## src/rtl/vga_scanout_if.sv

```systemverilog
// Read side of the pixel FIFO that sits between the frame-buffer loader and the VGA scanout.
interface vga_scanout_if;
    logic [23:0] fifo_dout;
    logic        fifo_empty;
    logic        fifo_full;
    logic        fifo_rd_en;

    // Standard (non-FWFT) read: fifo_rd_en pulses for one clk only while fifo_empty=0;
    // fifo_dout carries that word from the next clk and holds it until the next pop.
    modport master (input fifo_dout, fifo_empty, fifo_full, output fifo_rd_en);
    modport slave  (output fifo_dout, fifo_empty, fifo_full, input fifo_rd_en);
endinterface

```

## src/rtl/vga_scanout.sv

```systemverilog
// VGA raster generator that drains the pixel FIFO one word per visible pixel.
// Counter-stage decode feeds a one-deep pipe so sync/blank stay aligned with the popped RGB.
module vga_scanout #(
    parameter int H_VISIBLE = 640,
    parameter int H_FRONT   = 16,
    parameter int H_SYNC    = 96,
    parameter int H_BACK    = 48,
    parameter int V_VISIBLE = 480,
    parameter int V_FRONT   = 10,
    parameter int V_SYNC    = 2,
    parameter int V_BACK    = 33
) (
    input  logic          clk,
    input  logic          rst,
    input  logic          pix_en,
    vga_scanout_if.master fifo,
    output logic [23:0]   rgb,
    output logic          hsync,
    output logic          vsync,
    output logic          blank,
    output logic          frame_start,
    output logic          underrun,
    output logic          state_dbg
);
    localparam int H_TOTAL = H_VISIBLE + H_FRONT + H_SYNC + H_BACK;
    localparam int V_TOTAL = V_VISIBLE + V_FRONT + V_SYNC + V_BACK;
    localparam int HW = $clog2(H_TOTAL);
    localparam int VW = $clog2(V_TOTAL);

    localparam logic [HW-1:0] H_LAST   = HW'(H_TOTAL - 1);
    localparam logic [HW-1:0] H_VIS_N  = HW'(H_VISIBLE);
    localparam logic [HW-1:0] HS_BEGIN = HW'(H_VISIBLE + H_FRONT);
    localparam logic [HW-1:0] HS_END   = HW'(H_VISIBLE + H_FRONT + H_SYNC);
    localparam logic [HW-1:0] H_ONE    = HW'(1);
    localparam logic [VW-1:0] V_LAST   = VW'(V_TOTAL - 1);
    localparam logic [VW-1:0] V_VIS_N  = VW'(V_VISIBLE);
    localparam logic [VW-1:0] VS_BEGIN = VW'(V_VISIBLE + V_FRONT);
    localparam logic [VW-1:0] VS_END   = VW'(V_VISIBLE + V_FRONT + V_SYNC);
    localparam logic [VW-1:0] V_ONE    = VW'(1);

    typedef enum logic {PRIME = 1'b0, RUN = 1'b1} state_t;

    state_t        state_q, state_d;
    logic [HW-1:0] h_cnt;
    logic [VW-1:0] v_cnt;
    logic          visible, hs, vs, first, tick;
    logic          p_visible, p_popped, p_hs, p_vs, p_first;

    assign visible   = (h_cnt < H_VIS_N) && (v_cnt < V_VIS_N);
    assign hs        = !((h_cnt >= HS_BEGIN) && (h_cnt < HS_END));
    assign vs        = !((v_cnt >= VS_BEGIN) && (v_cnt < VS_END));
    assign first     = (h_cnt == '0) && (v_cnt == '0);
    assign tick      = (state_q == RUN) && pix_en;
    assign state_dbg = (state_q == RUN);

    always_ff @(posedge clk) begin
        if (!rst) begin
            state_q <= PRIME;
        end else begin
            state_q <= state_d;
        end
    end

    // Pops are decided on the live fifo_empty; an empty FIFO never stalls the raster.
    always_comb begin
        state_d         = state_q;
        fifo.fifo_rd_en = 1'b0;
        case (state_q)
            PRIME: if (fifo.fifo_full && pix_en) state_d = RUN;
            RUN:   fifo.fifo_rd_en = pix_en && visible && !fifo.fifo_empty;
            default: state_d = PRIME;
        endcase
    end

    always_ff @(posedge clk) begin
        if (!rst) begin
            h_cnt <= '0;
            v_cnt <= '0;
        end else if (tick) begin
            if (h_cnt == H_LAST) begin
                h_cnt <= '0;
                v_cnt <= (v_cnt == V_LAST) ? '0 : v_cnt + V_ONE;
            end else begin
                h_cnt <= h_cnt + H_ONE;
            end
        end
    end

    always_ff @(posedge clk) begin
        if (!rst) begin
            p_visible <= 1'b0;
            p_popped  <= 1'b0;
            p_hs      <= 1'b1;
            p_vs      <= 1'b1;
            p_first   <= 1'b0;
        end else if (tick) begin
            p_visible <= visible;
            p_popped  <= fifo.fifo_rd_en;
            p_hs      <= hs;
            p_vs      <= vs;
            p_first   <= first;
        end
    end

    // fifo_dout belongs to the pop recorded in the pipe; it is held until the next pop.
    always_ff @(posedge clk) begin
        if (!rst) begin
            rgb         <= '0;
            blank       <= 1'b1;
            hsync       <= 1'b1;
            vsync       <= 1'b1;
            frame_start <= 1'b0;
            underrun    <= 1'b0;
        end else begin
            frame_start <= tick && p_first;
            if (tick) begin
                rgb   <= (p_visible && p_popped) ? fifo.fifo_dout : '0;
                blank <= !p_visible;
                hsync <= p_hs;
                vsync <= p_vs;
            end
            if (tick && visible && fifo.fifo_empty) underrun <= 1'b1;
        end
    end
endmodule

```

## src/flat_wrapper.sv

```systemverilog
// flat-port wrapper written by rule: the top's interface ports become plain ports
module vga_scanout_flat 
#(
    parameter int H_VISIBLE = 640,
    parameter int H_FRONT   = 16,
    parameter int H_SYNC    = 96,
    parameter int H_BACK    = 48,
    parameter int V_VISIBLE = 480,
    parameter int V_FRONT   = 10,
    parameter int V_SYNC    = 2,
    parameter int V_BACK    = 33
)
  (clk, rst, pix_en, rgb, hsync, vsync, blank, frame_start, underrun, state_dbg, fifo_fifo_dout, fifo_fifo_empty, fifo_fifo_full, fifo_fifo_rd_en);
  vga_scanout_if fifo_i ();
  input  logic clk;
  input  logic rst;
  input  logic pix_en;
  output logic [23:0] rgb;
  output logic hsync;
  output logic vsync;
  output logic blank;
  output logic frame_start;
  output logic underrun;
  output logic state_dbg;
  input wire logic [$bits(fifo_i.fifo_dout)-1:0] fifo_fifo_dout;
  input wire logic [$bits(fifo_i.fifo_empty)-1:0] fifo_fifo_empty;
  input wire logic [$bits(fifo_i.fifo_full)-1:0] fifo_fifo_full;
  output wire logic [$bits(fifo_i.fifo_rd_en)-1:0] fifo_fifo_rd_en;
  assign fifo_i.fifo_dout = fifo_fifo_dout;
  assign fifo_i.fifo_empty = fifo_fifo_empty;
  assign fifo_i.fifo_full = fifo_fifo_full;
  assign fifo_fifo_rd_en = fifo_i.fifo_rd_en;
  vga_scanout #(.H_VISIBLE(H_VISIBLE), .H_FRONT(H_FRONT), .H_SYNC(H_SYNC), .H_BACK(H_BACK), .V_VISIBLE(V_VISIBLE), .V_FRONT(V_FRONT), .V_SYNC(V_SYNC), .V_BACK(V_BACK)) u_core (.clk(clk), .rst(rst), .pix_en(pix_en), .fifo(fifo_i), .rgb(rgb), .hsync(hsync), .vsync(vsync), .blank(blank), .frame_start(frame_start), .underrun(underrun), .state_dbg(state_dbg));
endmodule
```

## config.mk

```make
export PLATFORM = sky130hd
export DESIGN_NAME = vga_scanout_flat
export DESIGN_NICKNAME = d
export VERILOG_FILES = /design/src/rtl/vga_scanout_if.sv /design/src/rtl/vga_scanout.sv /design/src/flat_wrapper.sv
export SDC_FILE = /design/constraint.sdc
export NUM_CORES = 1
export LEC_CHECK = 0
export ABC_AREA = 1
export CORE_UTILIZATION = 44
export CTS_CLUSTER_SIZE = 20
export DETAILED_ROUTE_END_ITERATION = 16
export PLACE_DENSITY = 0.86
export SLEW_MARGIN = 10
export SYNTH_ARGS = -nofsm -noshare
export SYNTH_HDL_FRONTEND = slang
export SYNTH_SLANG_ARGS = --single-unit
```

## constraint.sdc

```tcl
create_clock -name clk -period 1.2 [get_ports clk]
set_input_delay 0.24 -clock clk [delete_from_list [all_inputs] [get_ports clk]]
set_output_delay 0.24 -clock clk [all_outputs]
set_load 0.01 [all_outputs]
```

==> After elaboration in Yosys (flattened, before gate mapping) <==
Cells that the tools add are included.
{ "totals": {"regBits": 55, "in_bits": 29} }
{ "op_classes": {"reduce_logical": 19, "mux": 6, "n_eq_ne": 2, "magnitude_cmp": 6, "n_addsub": 2} }
{ "ops": {"columns": ["operator", "count"], "rows": [
  ["24-bit two-way mux", 1],
  ["10-bit by 1-bit adder with 10-bit output (second input constant)", 2],
  ["10-bit == test (second input constant)", 2],
  ["10-bit zero test", 2],
  ["10-bit less-than comparator (second input constant)", 2],
  ["10-bit by 9-bit less-than comparator with 1-bit output (second input constant)", 2],
  ["10-bit two-way mux", 2],
  ["1-bit logical AND", 12],
  ["10-bit >= comparator (second input constant)", 1],
  ["10-bit by 9-bit >= comparator with 1-bit output (second input constant)", 1],
  ["1-bit zero test", 4],
  ["1-bit two-way mux", 3],
  ["2-bit AND reduction", 1]
]} }

==> Logic depth before layout (Yosys ltp) <==
Gate-level depths: netlist of run 1.
{ "logic_depth": {"word_depth": 5, "mapped_depth": 9} }

==> Worst setup path after synthesis of run 1 <==
No wires, ideal clock.
{ "synth_path": {"kind": "reg2out", "startpoint": "register u_core.state_q (netlist: u_core.state_dbg)", "endpoint": "output port fifo_fifo_rd_en", "path_slack_ns": -0.104, "t_arrival_ns": 1.064, "stages_incl_launch_ff": 5, "n_path_buf": 0, "path_cell_list": "dfxtp_1 > nand2_2 > nor3_1 > nand4_1 > inv_1"} }
{ "synth_between": {"elab_chain_cells": 1} }
{ "synth_rtl": {"columns": ["item", "line_no", "source"], "rows": [
  ["from (decl)", "vga_scanout.sv:43", "state_t state_q, state_d;"],
  ["from (signal assigned)", "vga_scanout.sv:60", "state_q <= state_d;"],
  ["1-bit two-way mux", "vga_scanout.sv:68", "case (state_q)"],
  ["to (decl)", "flat_wrapper.sv:28", "output wire logic [$bits(fifo_i.fifo_rd_en)-1:0] fifo_fifo_rd_en;"]
]} }
Every way passes these cells.

==> Worst setup path in the final report of run 1 <==
Same ends and word-level chain as after synthesis.

==> results of run 1 <==
-- through the flow --
step / total power, mW / area (um^2) / instances / utilization [%]
after global routing: 3.414 / 4225 / 534 / 81.69
after floorplan: 1.998 / 2431 / 328 / -
after global placement: 2.170 / 3502 / 506 / 67.71
after detailed placement: 2.178 / 3502 / 506 / 67.71
final: 3.336 / 4225 / 534 / 81.69
after CTS: 3.243 / 4050 / 533 / 78.30
-- sequential cells by signal, summed over array words and instances (netlist names) --
name                cells
u_core.blank            1
u_core.p_visible        1
u_core.frame_start      1
u_core.h_cnt           10
u_core.vsync            1
u_core.p_popped         1
u_core.state_dbg        1
u_core.v_cnt           10
u_core.underrun         1
u_core.p_first          1
u_core.rgb             24
u_core.p_vs             1
u_core.p_hs             1
u_core.hsync            1
-- what timing repair did --
action / 4_1_cts / 5_1_grt
buffers inserted: 21 / 5
endpoints found under the setup margin: 80 / 80
gates resized for setup: 149 / 88
gates cloned: 0 / 2
pin swaps: 60 / 27
-- final cells by class --
type	count	area (um^2)	share of cell area [%]
Inverter	33	141.4	3.346
Clock buffer	6	72.57	1.718
Multi-Input combinational cell	230	1595	37.76
Sequential cell	55	1126	26.65
Tap cell	70	87.58	2.073
Timing Repair Buffer	138	1185	28.04
Clock inverter	2	17.52	0.4146
-- worst max-delay path: cells and delay by family (launching register included) --
kind	cells	cell delay, ns
and+or+nand+nor	3	0.41
DFF	1	0.38
buffers and inverters	2	0.19
-- per-layer routing --
metal	up-vias	wire length [um]	share of wire, %
li1	1351	-	-
met2	327	5444	47
met3	111	1239	11
met1	1561	4006	34
met5	-	0	0
met4	0	1011	8.6
-- kinds of logic (layout without fill, tap and decap cells) --
group	Yosys count	count (layout)	synth area share [%]
compound gates	45	45	12.32
xor+xnor	1	1	0.3639
fa+ha+maj	4	4	2.079
buf+inv	45	179	7.848
flops	55	55	45.74
simple gates	178	180	31.65
-- power by group --
part / internal (mW) / switching [mW]
combinational: 0.187 / 0.187
sequential: 1.84 / 0.0158
clock: 0.421 / 0.688
-- path summary, 6_finish.rpt --
kind                                  startpoint               to
worst min register to register   u_core.underrun  u_core.underrun
worst max-delay path            u_core.state_dbg  fifo_fifo_rd_en
worst min-delay path             u_core.underrun  u_core.underrun
worst max register to register  u_core.state_dbg  u_core.h_cnt[8]
-- cell usage in the layout (no fill, tap or decap), types with 2 or more instances in the layout --
| cell type | synthesis | final |
|---|---|---|
| buf_8 | 0 | 2 |
| clkinv_4 | 0 | 2 |
| dfxtp_1 | 55 | 43 |
| clkbuf_2 | 0 | 13 |
| a22oi_1 | 26 | 18 |
| nand2_1 | 59 | 43 |
| nand4_1 | 11 | 11 |
| o21ai_2 | 0 | 3 |
| dfxtp_4 | 0 | 4 |
| a22oi_2 | 0 | 8 |
| dlygate4sd2_1 | 0 | 4 |
| inv_4 | 0 | 5 |
| clkdlybuf4s15_1 | 0 | 13 |
| buf_4 | 2 | 64 |
| dfxtp_2 | 0 | 8 |
| nor2_2 | 3 | 7 |
| nand2_8 | 0 | 2 |
| nand2_2 | 2 | 10 |
| clkdlybuf4s50_1 | 0 | 26 |
| o21ai_1 | 0 | 4 |
| buf_6 | 1 | 13 |
| a21oi_1 | 8 | 6 |
| nor3_2 | 1 | 2 |
| nor3_1 | 5 | 2 |
| ha_4 | 0 | 3 |
| inv_1 | 33 | 25 |
| nor2_4 | 0 | 18 |
| nand3_4 | 0 | 5 |
| nor3_4 | 0 | 2 |
| clkbuf_8 | 0 | 5 |
| nand2_4 | 0 | 6 |
| nand3_1 | 23 | 16 |
| nand3_2 | 1 | 3 |
| inv_2 | 0 | 2 |
| nor2_1 | 71 | 51 |
==> out/metrics.csv, run 1 <==
stage,metric,value,unit
detailed_routing,final WL,11700,um
timing,Slew headroom,67.06,%
logic_synthesis,Yosys top cell area share,45.74,%
global_route,M3 GR Usage,8.072,%
place,pre-CTS setup slack,-0.9360,ns
place,HPWL Detailed,5457,um
hold_path,hold path cells,2,
detailed_routing,DR vias/cell,6.273,
timing,Period minus WS final,1.554,ns
setup_path,CP max stage cell,dfxtp_4,
clocking,Longest Clk Path Bufs,2,
global_route,met2 Track Usage GR,60.36,%
logic_synthesis,yosys warns,0,
global_route,total global routing overflow,0,
setup_path,Crit. End Element,primary output,
detailed_routing,Antenna Nets Post-Route,0,
hold_path,Hold Crit Class,reg2reg,
detailed_routing,DRC violations left,0,
global_route,first-pass GRT wire length,15670,um
finish,Filler cells,255,
timing,Final Cycle Share,129.5,%
place,GP Congestion,0.8911,
logic_synthesis,Post-synth ARST share,0,%
logic_synthesis,"top cells by count, synth","nor2_1, nand2_1, dfxtp_1",
global_route,GRT Resource Usage Total,34.51,%
die,starting density of the core,46.54,%
finish,Syn-to-layout area delta,75.52,%
timing,hold slack,0.4745,ns
setup_path,R2R setup slack,-0.30,ns
timing,Max Slew Vio Count,0,
global_route,largest net degree at the start of global routing,25,
global_route,antenna violations before repair,0,
die,FP Rows,26,
logic_synthesis,Mean Syn Cell Area,7.339,um^2
setup_path,CP cell instances,"nand2_4, nor3_4, nand4_1, inv_1, buf_2",
power,Max VDD drop,1.125,mV
setup_path,r2r worst-path depth,10,
clocking,CTS Buf Count,5,
clocking,total number of clock tree sinks,55,
run,Max Cap Viol,0,
logic_synthesis,sequential fraction of the synthesis area,45.74,%
global_route,vias in the first global route,3180,
setup_path,critical path data required time,0.96,ns
timing,Setup TNS Final,-5.681,ns
place,port bufs,59,
die,number of top-level pins,60,
setup_path,CP max stage delay,0.38,ns
global_route,met1 GRT Util,37.02,%
die,Die Y,75.97,um
detailed_routing,detailed-route via count,3350,
clocking,CTS root buffer,clkbuf_8,
power,PwrDens,789.6,nW/um^2
clocking,CTS tree,done,
logic_synthesis,Synth area leaders,"dfxtp_1, nor2_1, nand2_1",
clocking,CTS H-Tree Depth,2,
clocking,hold-fix buffers at CTS,0,
clocking,clk_lat worst skew,0.34,ns
timing,Final WS setup,-0.3537,ns
timing,RSZ-0062 raised after global routing,true,
outcome,failing checks,negative setup slack,
logic_synthesis,syn_nets,361,
timing,Setup Skew,0.009171,ns
setup_path,crit path max fanout,3,
setup_path,Startpoint Class,flip-flop,
logic_synthesis,Synth Cell Area,2407,um^2
timing,fmax,643.6,MHz
die,total core area,5172,um^2
setup_path,Crit Path Category,reg2out,
timing,slew of the pin with the lowest slew margin,0.4932,ns
logic_synthesis,synthesis-stage register bit count,55,
die,Die ar.,5771,um^2
finish,share of layout cells above drive strength 1,42.46,%
detailed_routing,Detailed Route Iter0 Violations,381,
clocking,Worst-path clk slew,0.10,ns
detailed_routing,DR pass1 iterations,5,
logic_synthesis,most frequent cell after synthesis,nor2_1,
finish,ant diodes,0,
logic_synthesis,Synth cell types,25,
power,P_leak,1.790,nW
detailed_routing,WL per Instance,21.91,um
logic_synthesis,Synth Flop Type,dfxtp_1,
logic_synthesis,number of flops mapped to enable cells by yosys,0,
setup_path,WP data arrival,1.31,ns
finish,Nets,496,
timing,"Hold Vio Cnt, Final",0,
logic_synthesis,Mapped Cells,328,
logic_synthesis,largest area contributor in the netlist,dfxtp_1,
global_route,global routing's busiest layer,met2,
outcome,outcome,"finished, violations left",
timing,# setup viols final,36,
die,Die W,75.97,um
Note: power is estimated with default switching activity, not from simulation.
==> run 2, diff against run 1 <==
--- a/config.mk
+++ b/config.mk
@@ -11,2 +11,3 @@
 export DETAILED_ROUTE_END_ITERATION = 16
+export MAX_ROUTING_LAYER = met4
 export PLACE_DENSITY = 0.86
==> constraint.sdc (replaced) <==
create_clock -name clk -period 1.2 [get_ports clk]
set_input_delay 0.18 -clock clk [delete_from_list [all_inputs] [get_ports clk]]
set_output_delay 0.18 -clock clk [all_outputs]
set_load 0.01 [all_outputs]
==> out/metrics.csv, run 2 (synthesis gave the netlist of run 1 again) <==
stage,metric,value,unit
finish,share of layout cells above drive strength 1,32.96,%
setup_path,Crit. End Element,primary output,
setup_path,crit path max fanout,3,
clocking,CTS root buffer,clkbuf_8,
setup_path,Startpoint Class,flip-flop,
detailed_routing,final WL,9849,um
setup_path,RR Startpoint,u_core.h_cnt[7],
clocking,Worst-path clk slew,0.10,ns
finish,Largest Register,u_core.rgb,
setup_path,Buffers & Inverters on Critical Path,2,
setup_path,WP data arrival,1.38,ns
setup_path,critical path data required time,1.02,ns
detailed_routing,WL per Instance,18.98,um
die,FP Rows,26,
timing,Period minus WS final,1.562,ns
timing,Setup TNS Final,-6.605,ns
clocking,Longest Clk Path Bufs,2,
finish,Nets,481,
clocking,hold-fix buffers at CTS,0,
run,Max Cap Viol,0,
global_route,vias in the first global route,2874,
timing,# setup viols final,49,
clocking,total number of clock tree sinks,55,
detailed_routing,DR vias/cell,5.857,
die,number of top-level pins,60,
die,Die Y,75.97,um
detailed_routing,Antenna Nets Post-Route,0,
clocking,clk_lat worst skew,0.32,ns
timing,Final WS setup,-0.3619,ns
setup_path,R2R setup slack,-0.28,ns
finish,most frequent cells in the layout,"nor2_1, buf_4, nand2_1",
place,DP Cell Count,499,
setup_path,CP max stage cell,dfxtp_2,
global_route,antenna violations before repair,0,
global_route,GRT Resource Usage Total,29.82,%
finish,"commonest non-fill, non-tap cell in the layout",nor2_1,
place,pre-CTS setup slack,-0.6963,ns
global_route,first-pass GRT wire length,13380,um
power,PwrDens,879.7,nW/um^2
detailed_routing,DRC violations left,0,
setup_path,CP cell instances,"nand2_4, nor3_4, nand4_1, inv_1, buf_6",
power,Max VDD drop,0.6721,mV
outcome,outcome,"finished, violations left",
global_route,largest net degree at the start of global routing,25,
detailed_routing,Detailed Route Iter0 Violations,306,
place,GP Congestion,0.9416,
clocking,CTS tree,done,
hold_path,worst hold start,pix_en,
finish,biggest regs,"u_core.rgb x24, u_core.h_cnt x10, u_core.v_cnt x10",
global_route,total global routing overflow,0,
hold_path,hold path cells,4,
detailed_routing,DR pass1 iterations,5,
finish,ant diodes,0,
timing,Slew headroom,79.31,%
setup_path,Crit Path Category,reg2out,
die,Die W,75.97,um
finish,max reg flops,24,
timing,fmax,640.2,MHz
setup_path,CP max stage delay,0.40,ns
timing,Max Slew Vio Count,0,
die,total core area,5172,um^2
place,port bufs,59,
clocking,CTS H-Tree Depth,2,
setup_path,"Largest delay share family, worst path",simple AND/OR/NAND/NOR gates,
timing,Final Cycle Share,130.2,%
power,P_leak,1.768,nW
die,starting density of the core,46.54,%
finish,Syn-to-layout area delta,66.11,%
finish,Final Instance Count excl. Fillers,519,
timing,RSZ-0062 raised after global routing,true,
detailed_routing,detailed-route via count,3040,
outcome,failing checks,negative setup slack,
setup_path,Worst R2R End,u_core.h_cnt[9],
hold_path,Hold Crit Class,in2reg,
die,Die ar.,5771,um^2
timing,"Hold Vio Cnt, Final",0,
setup_path,r2r worst-path depth,10,
timing,slew of the pin with the lowest slew margin,0.3086,ns
hold_path,Min-Delay Endpoint,u_core.state_dbg,
place,HPWL Detailed,5232,um
clocking,CTS Buf Count,5,
timing,Setup Skew,0.008443,ns
[run 2: changes by cell type in the layout (fill, tap and decap cells not counted), sizes merged]
| cell | before | now |
|---|---|---|
| inv | 33 | 34 |
| bufbuf | 0 | 1 |
| clkinv | 2 | 0 |
| bufinv | 0 | 1 |
| clkbuf | 19 | 8 |
| nor2 | 76 | 74 |
| dlygate4sd2 | 4 | 30 |
| dlymetal6s2s | 1 | 0 |
| clkdlybuf4s50 | 26 | 27 |
| buf | 81 | 65 |
| clkdlybuf4s15 | 13 | 0 |
[run 2: what timing repair did]
item	CTS	global route
setup buffers	13	5
endpoints found under the hold margin	0	0
cloned	1	3
pin swaps	8	27
setup endpoints to repair	73	52
resized for setup	68	68
[run 2: worst max-delay path by stage]
stage	from	endpoint	slack (ns)	cells past startpoint
5_1_grt	u_core.state_dbg	fifo_fifo_rd_en	-0.41	5
4_1_cts	u_core.h_cnt[8]	fifo_fifo_rd_en	-0.25	6
3_3_place_gp	pix_en	fifo_fifo_rd_en	-0.68	6
6_report	u_core.state_dbg	fifo_fifo_rd_en	-0.36	5
3_5_place_dp	pix_en	fifo_fifo_rd_en	-0.70	6
2_1_floorplan	u_core.h_cnt[1]	u_core.v_cnt[3]	0.02	9
[run 2: routing by layer]
layer / routed length [um] / part of all wire [%] / vias up / GRT usage [%]
met3: 646 / 6.6 / 63 / 5.904
met2: 5014 / 51 / 197 / 52.09
li1: - / - / 1318 / -
met4: 545 / 5.5 / 0 / 14.81
met5: 0 / 0 / - / -
met1: 3642 / 37 / 1462 / 32.18
[run 2: report_power, final]
group	total, mW	internal [mW]	switching (mW)	leakage, nW
combinational	0.364	0.193	0.172	1.26
sequential	1.86	1.84	0.0144	0.448
clock	1.29	0.632	0.662	0.0558
[run 2: final cells by class]
class / count / area (um^2)
Timing Repair Buffer: 125 / 1175
Clock inverter: 2 / 38.79
Tap cell: 70 / 87.58
Multi-Input combinational cell: 228 / 1380
Fill cell: 299 / 1174
Sequential cell: 55 / 1111
Clock buffer: 6 / 72.57
Inverter: 33 / 133.9
[run 2: metrics by stage]
stage	utilization (%)	instance area, um^2	total power [mW]	hold WS (ns)
after global placement	67.08	3470	2.171	0.4236
after global routing	77.31	3999	3.575	0.4905
after CTS	72.57	3754	3.423	0.4083
after detailed placement	67.08	3470	2.181	0.4495
after floorplan	-	2426	1.998	0.3205
final	77.31	3999	3.518	0.4525
[run 2: worst reg2reg max path: stages (launching register included)]
cell and delay (ns):
dfxtp_2 0.34, buf_4 0.14, inv_1 0.08, nand2_2 0.10
nor2_2 0.17, nand3_4 0.15, nand2_4 0.13, buf_4 0.14
inv_1 0.04, nand2_1 0.06, nor2_1 0.04
==> variant (settings of run 1) <==
`H_VISIBLE` is set to 640 in 2 places; all go to 1280.
--- a/src/rtl/vga_scanout.sv
+++ b/src/rtl/vga_scanout.sv
@@ -1,7 +1,7 @@
 // VGA raster generator that drains the pixel FIFO one word per visible pixel.
 // Counter-stage decode feeds a one-deep pipe so sync/blank stay aligned with the popped RGB.
 module vga_scanout #(
-    parameter int H_VISIBLE = 640,
+    parameter int H_VISIBLE = 1280,
     parameter int H_FRONT   = 16,
     parameter int H_SYNC    = 96,
     parameter int H_BACK    = 48,
--- a/src/flat_wrapper.sv
+++ b/src/flat_wrapper.sv
@@ -1,7 +1,7 @@
 // flat-port wrapper written by rule: the top's interface ports become plain ports
 module vga_scanout_flat 
 #(
-    parameter int H_VISIBLE = 640,
+    parameter int H_VISIBLE = 1280,
     parameter int H_FRONT   = 16,
     parameter int H_SYNC    = 96,
     parameter int H_BACK    = 48,
Check against the original RTL: no difference found for any inputs over 10 cycles, from zero or initial values and one cycle with rst low; that may be too few to reach the edited logic, so the function may still have changed.
==> variant against run 1 <==
The run still ends with negative setup slack left. Total power grew 0.89%. Final area down 1.5%. Worst setup slack lost 44 ps. Die area rose by 4.7%. Via count shrank 6.6%. Synthesized cell count rose by 5.8%. Critical path depth rose by 6. Area after synthesis rose by 4.8%. Sequential cell count rose by 1. Worst hold slack got worse by 21 ps. Routed wire length decreased by 11%. First-iteration DRC count decreased by 17%. Critical path type is now reg -> reg. Largest power group unchanged. Highest routed layer unchanged.
==> variant: results (changes against run 1) <==
stage;metric;value;unit;change
detailed_routing;Detailed Routing Iterations Pass 1;6;;+1
critical_path;max incr delay on CP;370;ps;
detailed_routing;via/cell ratio;5.74;;-8.5%
sta;relative slew slack;0.806;;+0.135
placed_design;RePlAce Congestion;0.918;;+3.0%
yosys;Most used DFF post-synth;dfxtp_1;;
sta;Fin Clk Skew;6.06;ps;-3.11 ps
clock_network;clk slew on worst S/H paths;110;ps;
critical_path;CP max FO;11;;+8
yosys;Synth area leaders;dfxtp_1, nor2_1, nand2_1, a22oi_1, nand3_1;;
grt;largest net degree at the start of global routing;30;;+20%
clock_network;root buffer cell;clkbuf_8;;
detailed_routing;DRT iter0 DRCs;317;;-17%
yosys;Post-synth ARST share;0;;unchanged
clock_network;H-tree Lvls;2;;unchanged
pwr;Max VDD drop;644;uV;-43%
critical_path;Setup crit start;u_core.state_dbg;;
finish;biggest regs;u_core.rgb: 24 flops, u_core.h_cnt: 11 flops, u_core.v_cnt: 10 flops;;
clock_network;latest clock arrival within the worst-skew pair;320;ps;-20 ps
yosys;Yosys cell types;27;;+8.0%
detailed_routing;routed wire length;10400;um;-11%
sta;setup tns final;-13080;ps;-7400 ps
sta;final worst slack;-398;ps;-43.9 ps
yosys;Seq/Total Area, Yosys;0.444;;-0.0129
grt;first-pass GRT wire length;11700;um;-25%
detailed_routing;# DRC;0;;unchanged
critical_path;CP endpoint;u_core.v_cnt[4];;
yosys;synth warn;0;;unchanged
sta;final setup violation count;51;;+42%
yosys;Commonest cells post-synth;nor2_1, nand2_1, dfxtp_1;;
status;failing checks;negative setup slack;;
finish;share of cells above drive strength 1;0.319;;-0.105
critical_path;highest-delay cell along the critical path;dfxtp_4;;
placed_design;post-DP HPWL;5070;um;-7.0%
finish;Final nets;505;;+1.8%
pwr;LEAKAGE;0.00178;uW;-0.67%
grt;Tot GR Track Use;0.241;;-0.104
clock_network;Num CTS Buffers;5;;unchanged
detailed_routing;post-route ant nets;0;;unchanged
clock_network;Longest Clk Path Bufs;2;;unchanged
yosys;Syn Nets;380;;+5.3%
status;outcome;complete, but fails checks;;
critical_path;reg2reg path depth;11;;+1
critical_path;CP delay by family, top;simple AND/OR/NAND/NOR gates;;
grt;vias in the first global route;2557;;-20%
finish;# diodes;0;;unchanged
placed_design;Buffers on Ports;59;;unchanged
hold_path;Hold Path Class;reg -> reg;;
grt;initial antenna violation count;0;;unchanged
variant: cell types whose count changed after synthesis, sizes merged, moves of 2 or more:
| cell | run 1 | this run |
|---|---|---|
| buf | 7 | 10 |
| nand4 | 11 | 7 |
| a22oi | 26 | 24 |
| nand3 | 24 | 31 |
| nor2 | 74 | 76 |
| a21oi | 8 | 12 |
| nand2 | 61 | 71 |
| clkbuf | 5 | 3 |
| nand3b | 0 | 2 |
| o21ai | 8 | 6 |
| inv | 33 | 35 |
variant: metal layers:
| layer | global-route usage | share of wire | vias to the layer above |
|---|---|---|---|
| li1 | - | - | 1379 |
| met3 | 0.0400 | 0.081 | 75 |
| met4 | 0.0736 | 0.064 | 0 |
| met2 | 0.428 | 0.49 | 223 |
| met1 | 0.295 | 0.36 | 1452 |
| met5 | 0 | 0 | - |
variant: cells by family after synthesis:
| family | after synthesis | share of synthesized area |
|---|---|---|
| compound gates | 46 | 0.119 |
| fa+ha+maj | 4 | 0.0198 |
| buf+inv | 48 | 0.0794 |
| flops | 56 | 0.444 |
| simple gates | 193 | 0.338 |
variant: worst min-delay path by stage:
stage | depth (start not counted) | slack, ps | startpoint | to
final | 2 | 450 | u_core.p_first | u_core.frame_start
after global routing | 2 | 480 | u_core.p_first | u_core.frame_start
after CTS | 2 | 450 | u_core.p_first | u_core.frame_start
after detailed placement | 2 | 420 | u_core.p_first | u_core.frame_start
after global placement | 2 | 430 | u_core.p_first | u_core.frame_start
after floorplan | 2 | 380 | pix_en | u_core.state_dbg
variant: area by class of cell:
| class | count | area (um2) |
|---|---|---|
| Clock inverter | 2 | 13.8 |
| Tap cell | 72 | 90.1 |
| Multi-Input combinational cell | 243 | 1420 |
| Timing Repair Buffer | 131 | 1280 |
| Inverter | 35 | 139 |
| Sequential cell | 56 | 1150 |
| Clock buffer | 6 | 72.6 |
| Fill cell | 308 | 1350 |
variant: report_power, final:
group,internal [uW],switching [uW]
registers,1870,15.5
logic,215,182
clock network,419,665
total,2500,863
variant: repair_timing:
item / in CTS / in global routing
pin swaps: 6 / 16
cloned: 0 / 4
gates resized for setup: 57 / 89
setup endpoints to repair: 80 / 72
hold endpoints to repair: 0 / 0
buffers inserted: 22 / 16
variant: metrics by stage:
stage	std cells	power, uW	worst slack, ps	instance area (um2)
2_1_floorplan	347	2040	-52.2	2580
3_3_place_gp	515	2220	-834	3600
3_5_place_dp	515	2220	-832	3600
4_1_cts	528	3260	-330	3750
5_1_grt	545	3450	-463	4160
6_report	545	3370	-398	4160
variant: worst min-delay path: stages (launching register included):
cell,delay (ps)
dfxtp_1,330
nand2_1,50
nor2_1,40
